[src/rtl/pc_npc_sequencer.sv]
// PC/nPC fetch sequencer with SPARC delayed control transfer, delay-slot annulment,
// trap redirection and a one-entry buffer for branch resolutions that arrive while fetch stalls.
module pc_npc_sequencer #(
    parameter int WIDTH    = 32,
    parameter int INC      = 4,
    parameter int RESET_PC = 0,
    parameter bit DELAYED  = 1'b1
) (
    input  logic             Clk,
    input  logic             Reset,
    input  logic             Adv,
    input  logic             BrValid,
    output logic             BrReady,
    input  logic             BrTaken,
    input  logic             BrAnnul,
    input  logic [WIDTH-1:0] BrTarget,
    input  logic             Trap,
    input  logic [WIDTH-1:0] TrapVec,
    output logic [WIDTH-1:0] PC,
    output logic [WIDTH-1:0] nPC,
    output logic             Annulled,
    output logic             Pending
);

    localparam logic [WIDTH-1:0] INC_W  = WIDTH'(INC);
    localparam logic [WIDTH-1:0] RST_PC = WIDTH'(RESET_PC);

    logic [WIDTH-1:0] pc_q, pc_d;
    logic [WIDTH-1:0] npc_q, npc_d;
    logic             annulled_q, annulled_d;
    logic             pending_q, pending_d;
    logic             br_ready_q, br_ready_d;
    logic             p_taken_q, p_taken_d;
    logic             p_annul_q, p_annul_d;
    logic [WIDTH-1:0] p_target_q, p_target_d;

    logic             eff_valid_s;
    logic             eff_taken_s;
    logic             eff_annul_s;
    logic [WIDTH-1:0] eff_target_s;
    logic             accept_s;

    // Select the branch seen at this edge: the buffered one wins over the live inputs.
    always_comb begin
        eff_valid_s  = pending_q | BrValid;
        accept_s     = BrValid & ~pending_q;
        if (pending_q) begin
            eff_taken_s  = p_taken_q;
            eff_annul_s  = p_annul_q;
            eff_target_s = p_target_q;
        end else begin
            eff_taken_s  = BrTaken;
            eff_annul_s  = BrAnnul;
            eff_target_s = BrTarget;
        end
    end

    // Next-state: trap, then advance (branch or sequential), then capture, then hold.
    always_comb begin
        pc_d       = pc_q;
        npc_d      = npc_q;
        annulled_d = annulled_q;
        pending_d  = pending_q;
        p_taken_d  = p_taken_q;
        p_annul_d  = p_annul_q;
        p_target_d = p_target_q;
        if (Trap) begin
            pc_d       = TrapVec;
            npc_d      = TrapVec + INC_W;
            annulled_d = 1'b0;
            pending_d  = 1'b0;
        end else if (Adv) begin
            pending_d = 1'b0;
            if (eff_valid_s && eff_taken_s) begin
                annulled_d = 1'b0;
                if (DELAYED) begin
                    pc_d  = npc_q;
                    npc_d = eff_target_s;
                end else begin
                    pc_d  = eff_target_s;
                    npc_d = eff_target_s + INC_W;
                end
            end else begin
                // Untaken annulling branch squashes the delay slot only in delayed mode.
                pc_d       = npc_q;
                npc_d      = npc_q + INC_W;
                annulled_d = eff_valid_s & eff_annul_s & DELAYED;
            end
        end else if (accept_s) begin
            pending_d  = 1'b1;
            p_taken_d  = BrTaken;
            p_annul_d  = BrAnnul;
            p_target_d = BrTarget;
        end else begin
            pending_d = pending_q;
        end
        br_ready_d = ~pending_d;
    end

    // Architectural state and buffered branch, cleared asynchronously.
    always_ff @(posedge Clk or posedge Reset) begin
        if (Reset) begin
            pc_q       <= RST_PC;
            npc_q      <= RST_PC + INC_W;
            annulled_q <= 1'b0;
            pending_q  <= 1'b0;
            br_ready_q <= 1'b1;
            p_taken_q  <= 1'b0;
            p_annul_q  <= 1'b0;
            p_target_q <= '0;
        end else begin
            pc_q       <= pc_d;
            npc_q      <= npc_d;
            annulled_q <= annulled_d;
            pending_q  <= pending_d;
            br_ready_q <= br_ready_d;
            p_taken_q  <= p_taken_d;
            p_annul_q  <= p_annul_d;
            p_target_q <= p_target_d;
        end
    end

    assign PC       = pc_q;
    assign nPC      = npc_q;
    assign Annulled = annulled_q;
    assign Pending  = pending_q;
    assign BrReady  = br_ready_q;

endmodule

[config.mk]
export PLATFORM = sky130hd
export DESIGN_NAME = pc_npc_sequencer
export DESIGN_NICKNAME = d
export VERILOG_FILES = /design/src/rtl/pc_npc_sequencer.sv
export SDC_FILE = /design/constraint.sdc
export NUM_CORES = 1
export LEC_CHECK = 0
export CAP_MARGIN = 0
export CORE_MARGIN = 2
export CORE_UTILIZATION = 40
export CTS_CLUSTER_DIAMETER = 150
export DETAILED_ROUTE_END_ITERATION = 10
export DONT_BUFFER_PORTS = 1
export GPL_TIMING_DRIVEN = 0
export PLACE_DENSITY = 0.68
export SYNTH_ARGS = -nofsm -noshare
export SYNTH_HDL_FRONTEND = slang
export SYNTH_SLANG_ARGS = --single-unit
[constraint.sdc]
create_clock -name Clk -period 3 [get_ports Clk]
set_input_delay 0.3 -clock Clk [delete_from_list [all_inputs] [get_ports Clk]]
set_output_delay 0.3 -clock Clk [all_outputs]
set_load 0.02 [all_outputs]
Word level (Yosys, flattened, before mapping)
Cells that the tools add are included.
{"block": "totals", "register_bits": 101, "inputBits": 71, "output_inout_bits": 67}
{"block": "classes", "n_reduce_logical": 3, "n_addsub": 2, "bitwise_logic": 7, "mux": 14}
{"op": "two-way mux 32 bit", "n": 6}
{"op": "adder 32 x 3 -> 32 bit (second input constant)", "n": 2}
{"op": "two-way mux 1 bit", "n": 8}
{"op": "inverter 1 bit", "n": 4}
{"op": "AND reduction 3 bit", "n": 1}
{"op": "bitwise AND 1 bit", "n": 2}
{"op": "nonzero test 2 bit", "n": 1}
{"op": "logical AND 1 bit", "n": 1}
{"op": "OR 1 bit", "n": 1}

Logic depth before layout (Yosys ltp)
Gate-level depths: netlist (run 1).
{"block": "logic_depth", "ltp_word": 6, "depth_mapped": 7}

Least setup slack after synthesis (run 1)
OpenSTA, ideal clock, no wires.
{"block": "synth_path", "path_type": "reg-to-reg", "start": "register npc_q[2] (netlist: nPC[2])", "end": "register npc_q[20] (netlist: nPC[20])", "setup_ns": 0.094, "synth_period_minus_slack_ns": 1.957, "stages_incl_launch_ff": 8, "arrival_time_ns": 1.863, "setup_slack_ns": 1.043, "cell_sequence": "dfstp_2 > ha_1 > nand3_1 > nor3_1 > buf_2 > nand4_1 > xor2_1 > a211oi_1"}
{"block": "synth_via", "elab_chain_len": 4}
{"item": "start, declared", "line": "29", "source": "logic [WIDTH-1:0] npc_q, npc_d;"}
{"item": "start signal, assigned", "line": "104", "source": "npc_q <= RST_PC + INC_W;"}
{"item": "start signal, assigned", "line": "113", "source": "npc_q <= npc_d;"}
{"item": "adder 32 x 3 -> 32 bit", "line": "86", "source": "npc_d = npc_q + INC_W;"}
{"item": "two-way mux 32 bit", "line": "74", "source": "if (eff_valid_s && eff_taken_s) begin"}
{"item": "two-way mux 32 bit", "line": "72", "source": "end else if (Adv) begin"}
{"item": "two-way mux 32 bit", "line": "67", "source": "if (Trap) begin"}
No other way between the ends. The select of a mux whose other input is x is not followed.
A chain may end at the register's enable or synchronous reset.

Worst setup path in the final report (run 1)
{"block": "layout_path", "start": "register pending_q (netlist: Pending)", "end": "register npc_q[28] (netlist: nPC[28])"}
{"block": "layout_via", "elab_chain_len": 5, "elab_cells_between_ends": 7, "classes_between": "5 x mux; 1 x bitwise; 1 x reduce/logical"}
{"item": "start, declared", "line": "31", "source": "logic pending_q, pending_d;"}
{"item": "start signal, assigned", "line": "115", "source": "pending_q <= pending_d;"}
{"item": "OR 1 bit or two-way mux 1 bit (tied branches)", "line": "45, 47"}
{"item": "logical AND 1 bit", "line": "74"}
{"item": "two-way mux 32 bit (*)", "line": "74"}
{"item": "two-way mux 32 bit (*)", "line": "72"}
{"item": "two-way mux 32 bit (*)", "line": "67"}
Mark *: on every way between the ends. The rest lies on a longest branch, timed or not. The select of a mux whose other input is x is not followed.

==> key figures, run 1 <==
Run status
  – Status: finished, final reports clean

Logic synthesis
  – Top cell types by occurrence after synthesis: dfrtp_1, nand2_1, mux2i_1
  – Main combinational cell family by area after synthesis: simple AND/OR/NAND/NOR gates
  – Cells after synthesis: around 630
  – Async set or reset register ratio after synthesis: 1.000
  – Post-Synth Adder-Cell Area: 0.004068
  – Dominant cells by area after synthesis: dfrtp_1, mux2i_1, mux2_2
  – Post-Syn Area: a little over 6000 um^2
  – Mux contribution to synthesized area: 0.1719
  – Main flop type after synthesis: dfrtp_1
  – Number of library cell types mapped by synthesis: 66
  – Synth top area share: 0.4027
  – Yosys top cell by area: dfrtp_1
  – Synthesized Nets: 707
  – Compound-Gate Fraction of Synth Area: 0.1546
  – Synthesized area per cell: 9.704 um^2
  – YS warnings: 0
  – Synth Area in XOR/XNOR: 0.03844
  – Number of enable flip-flop cells after synthesis: 0
  – Post-synthesis simple-gate area fraction: 0.1849
  – Top-count cell post-synth: dfrtp_1
  – Synthesis-stage register bit count: slightly above 100
  – Sequential fraction of the synthesis area: 0.4112

Die
  – Cell row count: 45
  – Die Wd: 128.0 um
  – Die H: 128.0 um
  – I/O pin count: 138
  – Starting Density: 0.4077
  – Die footprint: 16390 um^2
  – Area of the core: 15090 um^2

Min path
  – HP Class: input pin to flip-flop
  – Hold Path Depth: 1

Finish
  – Util after Layout: 0.4469
  – Seq. cell area: 2530 um^2
  – N_diodes: 0
  – Area Overhead vs Synth: 9.620%
  – Filler cells: ~1500
  – Footprint of the multi-input gates: approximately 3400 um^2
  – Fraction of layout cells with a size suffix above 1: 0.1580
  – NumNets Final: 720

Pwr
  – Combinational power share: 0.171
  – Static leakage: about 2.7 nW
  – Cell-internal power: 2.568 mW
  – PwrDens: 565.7 nW/um^2
  – Sequential Power Share: 0.495
  – Switching pwr: approximately 1.2 mW
  – Peak VDD IR: 0.3586 mV
  – Final Total Pwr: 3.815 mW
  – Power share of the clock group: 0.334
  – Sw Share: 0.3268

Route
  – Routed Antenna Nets: 0
  – Routed wire per std cell: 25.01 um
  – WL met1: 8264 um
  – Drt drc: 0
  – Met3 WL: 2161 um
  – DRT Pass-1 Iters: 5
  – Met2 routed WL: 9948 um
  – Max Used Layer: met4
  – First-iteration detailed-routing DRC count: 450
  – Routed vias: ~5400
  – WL final: 21010 um
  – Vias per std cell: 6.392

STA
  – Slew Limit Fails: 0
  – Least-Margin Pin Slew: between 1000 and 1500 ps
  – Max-slew headroom: 0.3064
  – Final Skew: 12.17 ps
  – F_max: 394.4 MHz
  – Minimum clock period: between 2000 and 3000 ps
  – Final Hold Viols: 0
  – RSZ-0062 raised after global routing: false
  – Final worst path period share: 0.8453
  – Final setup viols: 0

Global routing
  – Vias in the first global route: 5388
  – Gr ovfl total: 0
  – Tot GR Track Use: 0.2625
  – Initial antenna violation count: 0
  – Largest net degree at the start of global routing: 52
  – First-pass GRT wire length: 32290 um

Critical path
  – Crit path kind: flip-flop to flip-flop
  – Crit path DAT: 2750 ps
  – R2R cell count: 6
  – Slowest CP cell: dfrtp_1
  – CP max stage delay: slightly above 500 ps
  – Crit Path Max Fanout: 10
  – CP Cell Sequence: nand3b_1, nand2_1, buf_2, nand2_1, o22ai_1, a211oi_1
  – CP startpoint kind: flip-flop
  – CP Capture Type: flip-flop
  – CP dominant cell by count: nand2_1
  – Worst path required time: 3210 ps

Place
  – Final GP Congestion: 0.9651
  – HPWL reported at the end of detailed placement: 15980 um
  – Port bufs: 0

CTS
  – CTS root buf: clkbuf_16
  – TritonCTS Sinks: 101
  – Clock latency at the later pin of the worst-skew pair: 370 ps
  – Clock Tree Buf Depth: 2
  – Cts bufs inserted: 9
  – Worst-path clk slew: 70 ps
  – H-Tree Depth: 3
  – CTS tree: built

Job
  – Max-cap violations: 0
layout by cell type (no fill, tap or decap), types with 9 or more instances in the layout:
| cell type | n |
|---|---|
| mux2_2 | 45 |
| buf_2 | 13 |
| clkbuf_16 | 9 |
| mux2i_1 | 55 |
| dfrtp_1 | 99 |
| nand2_1 | 69 |
| nor2_1 | 23 |
| o21ai_0 | 54 |
| o22ai_1 | 10 |
| nor3_1 | 15 |
| and3_1 | 10 |
| a21oi_1 | 23 |
| clkbuf_1 | 19 |
| xor2_1 | 20 |
| nand4_1 | 20 |
| nand3_1 | 29 |
cell families after synthesis:
family | after synthesis
simple gates | 208
compound gates | 147
flops | 101
mux | 100
buf+inv | 49
xor+xnor | 27
fa+ha+maj | 2
through the flow:
step | std cells | hold slack [ps] | setup WS (ps) | setup TNS (ps) | area (um^2)
after global placement | 822 | 423.3 | -1050 | -103090 | 6387
after CTS | 840 | 57.63 | 526.1 | 0 | 6744
after floorplan | 634 | 406.7 | 56.18 | 0 | 6152
after global routing | 840 | 60.44 | 358.1 | 0 | 6744
after detailed placement | 823 | 321.2 | 550.8 | 0 | 6417
final | 840 | 58.94 | 464.2 | 0 | 6744
timing repair:
item,CTS,global route
resized for setup,0,0
setup buffers,0,0
setup endpoints to repair,0,0
endpoints found under the hold margin,48,0
hold buffers,1,0
cell type report:
cell class / count / share of cell area
clock inverters: 6 / 0.01299
repair buffers: 2 / 0.005566
flip-flops and latches: 101 / 0.3751
clock buffers: 10 / 0.03395
inverters: 8 / 0.004824
plain buffers: 41 / 0.02746
multi-input cells: 484 / 0.5052
well taps: 188 / 0.03488
state kept, by name, summed over array words and instances, names as in the netlist:
| signal | flops |
|---|---|
| p_target_q | 32 |
| Annulled | 1 |
| p_taken_q | 1 |
| BrReady | 1 |
| p_annul_q | 1 |
| nPC | 32 |
| Pending | 1 |
| PC | 32 |
final timing paths:
path	start	endpoint	slack (ps)
max in group asynchronous	Reset	nPC[3]$_DFFE_PP0N_	1770
min reg2reg	p_target_q[22]$_DFFE_PP0P_	p_target_q[22]$_DFFE_PP0P_	510
min in group asynchronous	Reset	p_target_q[15]$_DFFE_PP0P_	530
max	Pending$_DFF_PP0_	nPC[28]$_DFFE_PP0N_	460
max reg2reg	Pending$_DFF_PP0_	nPC[28]$_DFFE_PP0N_	460
min	BrValid	BrReady$_DFF_PP1_	60
worst max-delay path, delay by kind of cell, from the launching register on:
kind	cells	cell delay, ps
flip-flops	1	510
AND/OR/NAND/NOR	3	1180
buffers and inverters	1	330
AO/OA/AOI/OAI	2	360
per-layer routing:
layer  track usage  vias up
met1        0.3317     2653
met2        0.4250      276
met3       0.08055       46
met4       0.09632        0
li1              -     2394
met5             0        -
power groups by stage:
stage	Clock (mW)	Combinational [mW]	Sequential [mW]
2_1_floorplan	0	0.487	1.83
3_3_place_gp	0	0.624	1.90
3_5_place_dp	0	0.645	1.91
4_1_cts	1.29	0.648	1.89
5_1_grt	1.34	0.716	1.92
6_report	1.28	0.652	1.89
(Power assumes the default switching activity.)
==> run 2: changes to the inputs <==
ABC_AREA = 1   (was not set)
clock period = 2.1 ns   (was 3 ns; I/O delays follow)
==> key figures, run 2 <==
Min path
  – Hold Path Depth: 2 (+1)
  – Hold Crit Start: TrapVec[16]
  – HP Class: input pin to flip-flop

Critical path
  – Crit path DAT: 2200 ps (-550 ps)
  – Crit path kind: flip-flop to flip-flop
  – Worst path required time: 2340 ps (-870 ps)
  – Crit Reg-Reg Startpoint: nPC[2]$_DFFE_PP1N_
  – Worst setup path start: nPC[2]$_DFFE_PP1N_
  – Crit Path Max Fanout: 4 (-6)
  – CP startpoint kind: flip-flop
  – R2R cell count: 10 (+4)
  – FF-to-FF setup slack: 130 ps (-330 ps)
  – CP Capture Type: flip-flop

Route
  – First-iteration detailed-routing DRC count: 748 (+66%)
  – Routed Antenna Nets: 0 (unchanged)
  – Drt drc: 0 (unchanged)
  – Routed vias: 6554 (+22%)
  – WL final: 24520 um (+17%)
  – Vias per std cell: 5.583 (-13%)
  – DRT Pass-1 Iters: 5 (unchanged)
  – Routed wire per std cell: 20.88 um (-16%)

Global routing
  – Initial antenna violation count: 0 (unchanged)
  – Tot GR Track Use: 0.2820 (+0.01954)
  – Largest net degree at the start of global routing: 42 (-19%)
  – Vias in the first global route: 6263 (+16%)
  – First-pass GRT wire length: 36970 um (+14%)
  – Gr ovfl total: 0 (unchanged)

STA
  – Final Skew: 8.557 ps (-3.608 ps)
  – RSZ-0062 raised after global routing: false
  – Least-Margin Pin Slew: 880.9 ps (-151.6 ps)
  – F_max: 508.8 MHz (+29%)
  – Final worst path period share: 0.9359 (+0.09067)
  – Total Neg Setup Slack: 0 ps (unchanged)
  – Hold WS: 5.121 ps (-53.82 ps)
  – Final setup viols: 0 (unchanged)
  – Setup ws final: 134.5 ps (-329.7 ps)
  – Final Hold Viols: 0 (unchanged)
  – Max-slew headroom: 0.4128 (+0.1064)
  – Minimum clock period: 1965 ps (-570.3 ps)
  – Slew Limit Fails: 0 (unchanged)

Finish
  – Footprint of the multi-input gates: 3443 um^2 (+1.1%)
  – Area Overhead vs Synth: 13.52%
  – Most frequent cells in the layout: nand2_1, dfrtp_1, inv_1, nor2_1, o21ai_0
  – NumNets Final: 1026 (+43%)
  – Fraction of layout cells with a size suffix above 1: 0.1075 (-0.05046)
  – Seq. cell area: 2531 um^2 (about the same)
  – Post-route cell area: 7362 um^2 (+9.2%)
  – Filler cells: 1660 (+13%)
  – Most common cell after layout, fill and taps aside: nand2_1
  – N_diodes: 0 (unchanged)

Die
  – Die footprint: 17250 um^2 (+5.2%)
  – Die Wd: 131.3 um (+2.6%)
  – Cell row count: 46 (+2.2%)
  – Starting Density: 0.4082 (+0.0005274)
  – Area of the core: 15890 um^2 (+5.3%)
  – Die H: 131.3 um (+2.6%)
  – I/O pin count: 138 (unchanged)

Logic synthesis
  – YS warnings: 0 (unchanged)
  – Post-Syn Area: 6485 um^2 (+5.4%)
  – Number of library cell types mapped by synthesis: 43 (-35%)
  – Top cell types by occurrence after synthesis: nand2_1, dfrtp_1, inv_1
  – Async set or reset register ratio after synthesis: 1.000 (unchanged)
  – Main flop type after synthesis: dfrtp_1
  – Cells after synthesis: 919 (+45%)
  – Synthesis-stage register bit count: 101 (unchanged)
  – Number of enable flip-flop cells after synthesis: 0 (unchanged)
  – Yosys top cell by area: dfrtp_1
  – Synthesized area per cell: 7.057 um^2 (-27%)
  – Synthesized Nets: 992 (+40%)
  – Sequential fraction of the synthesis area: 0.3901 (-0.02110)
  – Top-count cell post-synth: nand2_1
  – Dominant cells by area after synthesis: dfrtp_1, nand2_1, o21ai_0
  – Synth top area share: 0.3820 (-0.02067)

Pwr
  – Sw Share: 0.3531 (+0.02631)
  – Peak VDD IR: 0.4287 mV (+20%)
  – Cell-internal power: 3.684 mW (+43%)
  – Static leakage: 3.404 nW (+28%)
  – PwrDens: 773.5 nW/um^2 (+37%)
  – Sequential Power Share: 0.473 (-0.022)
  – Final Total Pwr: 5.694 mW (+49%)
  – Power share of the clock group: 0.345 (+0.011)
  – Combinational power share: 0.181 (+0.010)
  – Switching pwr: 2.011 mW (+61%)

CTS
  – CTS tree: built
  – CTS root buf: clkbuf_16
  – Worst-path clk slew: 70 ps (about the same)
  – TritonCTS Sinks: 101 (unchanged)
  – Clock latency at the later pin of the worst-skew pair: 370 ps (about the same)
  – H-Tree Depth: 3 (unchanged)
  – Clock Tree Buf Depth: 2 (unchanged)
  – Cts bufs inserted: 9 (unchanged)

Place
  – Final GP Congestion: 0.9690 (+0.40%)
  – Setup WS pre-CTS: 9.454 ps (-541.4 ps)
  – HPWL reported at the end of detailed placement: 18630 um (+17%)
  – Port bufs: 0 (unchanged)
  – Dpl cell area: 6799 um^2 (+5.9%)

Job
  – Max-cap violations: 0 (unchanged)

Run status
  – Status: finished, final reports clean
## run 2: repair_timing
item / in CTS / in global routing
endpoints found under the setup margin: 1 / 7
setup buffers: 0 / 0
hold buffers: 21 / 0
endpoints found under the hold margin: 47 / 0
gates resized for setup: 1 / 9
## run 2: path summary, 6_finish.rpt
path / end
setup / recovery: nPC[12]$_DFFE_PP0N_
hold / removal: PC[16]$_DFFE_PP0N_
min in group asynchronous: nPC[5]$_DFFE_PP0N_
setup reg to reg: nPC[12]$_DFFE_PP0N_
max in group asynchronous: BrReady$_DFF_PP1_
hold reg to reg: p_target_q[26]$_DFFE_PP0P_
## run 2: critical path, cell delays in order (launching register included)
cell	delay [ps]
dfstp_2	650
ha_2	240
nand2_2	70
nor2_2	150
nand2_4	110
nor2_4	140
inv_1	70
nand2_1	50
nand2_1	50
o21ai_1	210
o211ai_1	110
## run 2: layout make-up
| cell class | instances | area share |
|---|---|---|
| well taps | 216 | 0.03671 |
| repair buffers | 23 | 0.03399 |
| clock inverters | 6 | 0.01360 |
| clock buffers | 10 | 0.03246 |
| inverters | 93 | 0.04793 |
| multi-input cells | 687 | 0.4677 |
| plain buffers | 38 | 0.02379 |
| flip-flops and latches | 101 | 0.3438 |
## run 2: routing by layer
layer  global-route usage  part of all wire  wire length [um]
met5                    0                 0                 0
met3              0.08102             0.098              2393
met1               0.3619              0.41             10080
met2               0.4459              0.45             11140
met4               0.1196             0.037               895
## run 2: power groups by stage
stage	Clock [mW]	Sequential [mW]	Combinational [mW]
finish	1.97	2.69	1.03
global route	2.04	2.73	1.15
CTS	1.98	2.69	1.02
detailed placement	0	2.72	0.977
global placement	0	2.72	0.951
floorplan	0	2.62	0.719
## run 2: cells by family after synthesis
kind of cell             count (synthesis)  synth area share
multiplexers                            12           0.02045
adder cells (fa/ha/maj)                  2          0.003858
AO/OA/AOI/OAI                          171            0.1553
AND/OR/NAND/NOR                        484            0.3255
buffers and inverters                  131           0.08046
flip-flops                             101            0.3901
XOR/XNOR                                18           0.02431
## run 2: stage by stage
stage | utilization | instances
floorplan | - | 919
CTS | 0.4626 | 1174
finish | 0.4635 | 1174
detailed placement | 0.4280 | 1137
global route | 0.4635 | 1174
global placement | 0.4255 | 1135
==> run 3: changes to the inputs <==
==> constraint.sdc (replaced) <==
create_clock -name Clk -period 2.1 [get_ports Clk]
set_input_delay 0.525 -clock Clk [delete_from_list [all_inputs] [get_ports Clk]]
set_output_delay 0.525 -clock Clk [all_outputs]
set_load 0.02 [all_outputs]
==> key figures, run 3 (synthesis gave the netlist of run 2 again) <==
Die
  – I/O pin count: 138 (unchanged)
  – Die Wd: 131.3 um (unchanged)
  – Area of the core: 15890 um^2 (unchanged)
  – Starting Density: 0.4082 (unchanged)
  – Die footprint: 17250 um^2 (unchanged)
  – Die H: 131.3 um (unchanged)
  – Cell row count: 46 (unchanged)

Critical path
  – CP Capture Type: flip-flop
  – CP top delay family: compound AO/OA/AOI/OAI gates
  – CP dominant cell by count: o21ai_0
  – CP Cell Sequence: buf_2, clkbuf_1, o21ai_0, a21oi_1, o21ai_1, o21ai_0, nor2_1
  – Buf/Inv on CP: 2 (+1)
  – Crit path DAT: 2270 ps (+70 ps)
  – Worst path required time: 2350 ps (about the same)
  – CP startpoint kind: flip-flop
  – Slowest CP cell: dfrtp_1
  – Crit path kind: flip-flop to flip-flop
  – CP max stage delay: 460 ps (-190 ps)
  – Crit Path Max Fanout: 10 (+6)

Min path
  – HP Class: input pin to asynchronous set/reset pin

CTS
  – TritonCTS Sinks: 101 (unchanged)
  – Clock latency at the later pin of the worst-skew pair: 370 ps (about the same)
  – Worst-path clk slew: 80 ps (about the same)
  – H-Tree Depth: 3 (unchanged)
  – Hold_buf cts: 0 (-100%)
  – CTS tree: built
  – CTS root buf: clkbuf_16
  – Cts bufs inserted: 9 (unchanged)
  – Clock Tree Buf Depth: 2 (unchanged)
  – Post-CTS Setup Repair Bufs: 0 (unchanged)

Global routing
  – Gr ovfl total: 0 (unchanged)
  – Vias in the first global route: 6152 (-1.8%)
  – First-pass GRT wire length: 36280 um (-1.9%)
  – Largest net degree at the start of global routing: 42 (unchanged)
  – Initial antenna violation count: 0 (unchanged)
  – Tot GR Track Use: 0.2778 (-0.004219)

Route
  – Routed wire per std cell: 20.92 um (+0.20%)
  – Routed Antenna Nets: 0 (unchanged)
  – WL final: 24130 um (-1.6%)
  – First-iteration detailed-routing DRC count: 732 (-2.1%)
  – Drt drc: 0 (unchanged)
  – Vias per std cell: 5.595 (+0.22%)
  – Routed vias: 6451 (-1.6%)
  – DRT Pass-1 Iters: 5 (unchanged)

Finish
  – Filler cells: 1679 (+1.1%)
  – Seq. cell area: 2531 um^2 (unchanged)
  – NumNets Final: 1005 (-2.0%)
  – Most common cell after layout, fill and taps aside: nand2_1
  – Footprint of the multi-input gates: 3443 um^2 (unchanged)
  – Fraction of layout cells with a size suffix above 1: 0.1089 (+0.001342)
  – Area Overhead vs Synth: 10.26%
  – Most frequent cells in the layout: nand2_1, dfrtp_1, inv_1, nor2_1, o21ai_0
  – N_diodes: 0 (unchanged)

Pwr
  – Final Total Pwr: 5.657 mW (-0.66%)
  – PwrDens: 791.1 nW/um^2 (+2.3%)
  – Static leakage: 3.313 nW (-2.7%)
  – Peak VDD IR: 0.4263 mV (-0.56%)

STA
  – Slew Limit Fails: 0 (unchanged)
  – Hold WS: 141.7 ps (+136.6 ps)
  – Final setup viols: 0 (unchanged)
  – Final worst path period share: 0.9597 (+0.02378)
  – Final Skew: 9.412 ps (+0.8550 ps)
  – Max-slew headroom: 0.4211 (+0.008303)
  – Least-Margin Pin Slew: 868.4 ps (-12.45 ps)
  – Minimum clock period: 2015 ps (+49.94 ps)
  – Final Hold Viols: 0 (unchanged)
  – RSZ-0062 raised after global routing: false
  – F_max: 496.2 MHz (-2.5%)

Place
  – Port bufs: 0 (unchanged)
  – HPWL reported at the end of detailed placement: 18630 um (unchanged)
  – Final GP Congestion: 0.9690 (unchanged)

Job
  – Max-cap violations: 0 (unchanged)

Run status
  – Status: finished, final reports clean
run 3: cell count changes in the layout (fill, tap and decap cells not counted):
cell / delta
dlygate4sd3_1: -21
clkbuf_1: +1
clkbuf_2: -1
run 3: metal layers:
metal | track usage | wire [um]
met5 | 0 | 0
met3 | 0.08565 | 2542
met2 | 0.4333 | 10920
met1 | 0.3551 | 9743
met4 | 0.1244 | 922
run 3: final cells by class:
type,count,share of cell area
multi-input cells,687,0.4815
clock buffers,10,0.03342
flip-flops and latches,101,0.3540
clock inverters,6,0.01400
repair buffers,2,0.005599
well taps,216,0.03780
plain buffers,38,0.02432
inverters,93,0.04934
run 3: worst paths after layout:
check / start / endpoint / slack (ps) / depth (start not counted)
setup reg to reg: Pending$_DFF_PP0_ / nPC[15]$_DFFE_PP0N_ / 80 / 7
hold / removal: Reset / nPC[5]$_DFFE_PP0N_ / 140 / 1
hold reg to reg: p_target_q[26]$_DFFE_PP0P_ / p_target_q[26]$_DFFE_PP0P_ / 490 / 2
min in group Clk: Adv / Annulled$_DFFE_PP0N_ / 300 / 2
setup / recovery: Pending$_DFF_PP0_ / nPC[15]$_DFFE_PP0N_ / 80 / 7
max in group asynchronous: Reset / BrReady$_DFF_PP1_ / 1270 / 2
run 3: where the power goes:
part	internal (mW)	total [mW]	switching, mW
Sequential	2.22	2.69	0.474
Combinational	0.340	0.999	0.659
Clock	1.10	1.97	0.866
run 3: timing repair:
action,4_1_cts,5_1_grt
pin swaps,0,0
hold endpoints to repair,0,0
resized for setup,1,7
setup endpoints to repair,1,6
run 3: through the flow:
stage          cell area [um^2]  utilization  cells  TNS [ps]  setup WS (ps)
2_1_floorplan              6489            -    919         0          353.7
3_3_place_gp               6759       0.4255   1135    -28640         -295.0
3_5_place_dp               6799       0.4280   1137    -2.165         -2.165
4_1_cts                    7138       0.4494   1153         0          54.24
5_1_grt                    7151       0.4501   1153         0          10.01
6_report                   7151       0.4501   1153         0          84.59
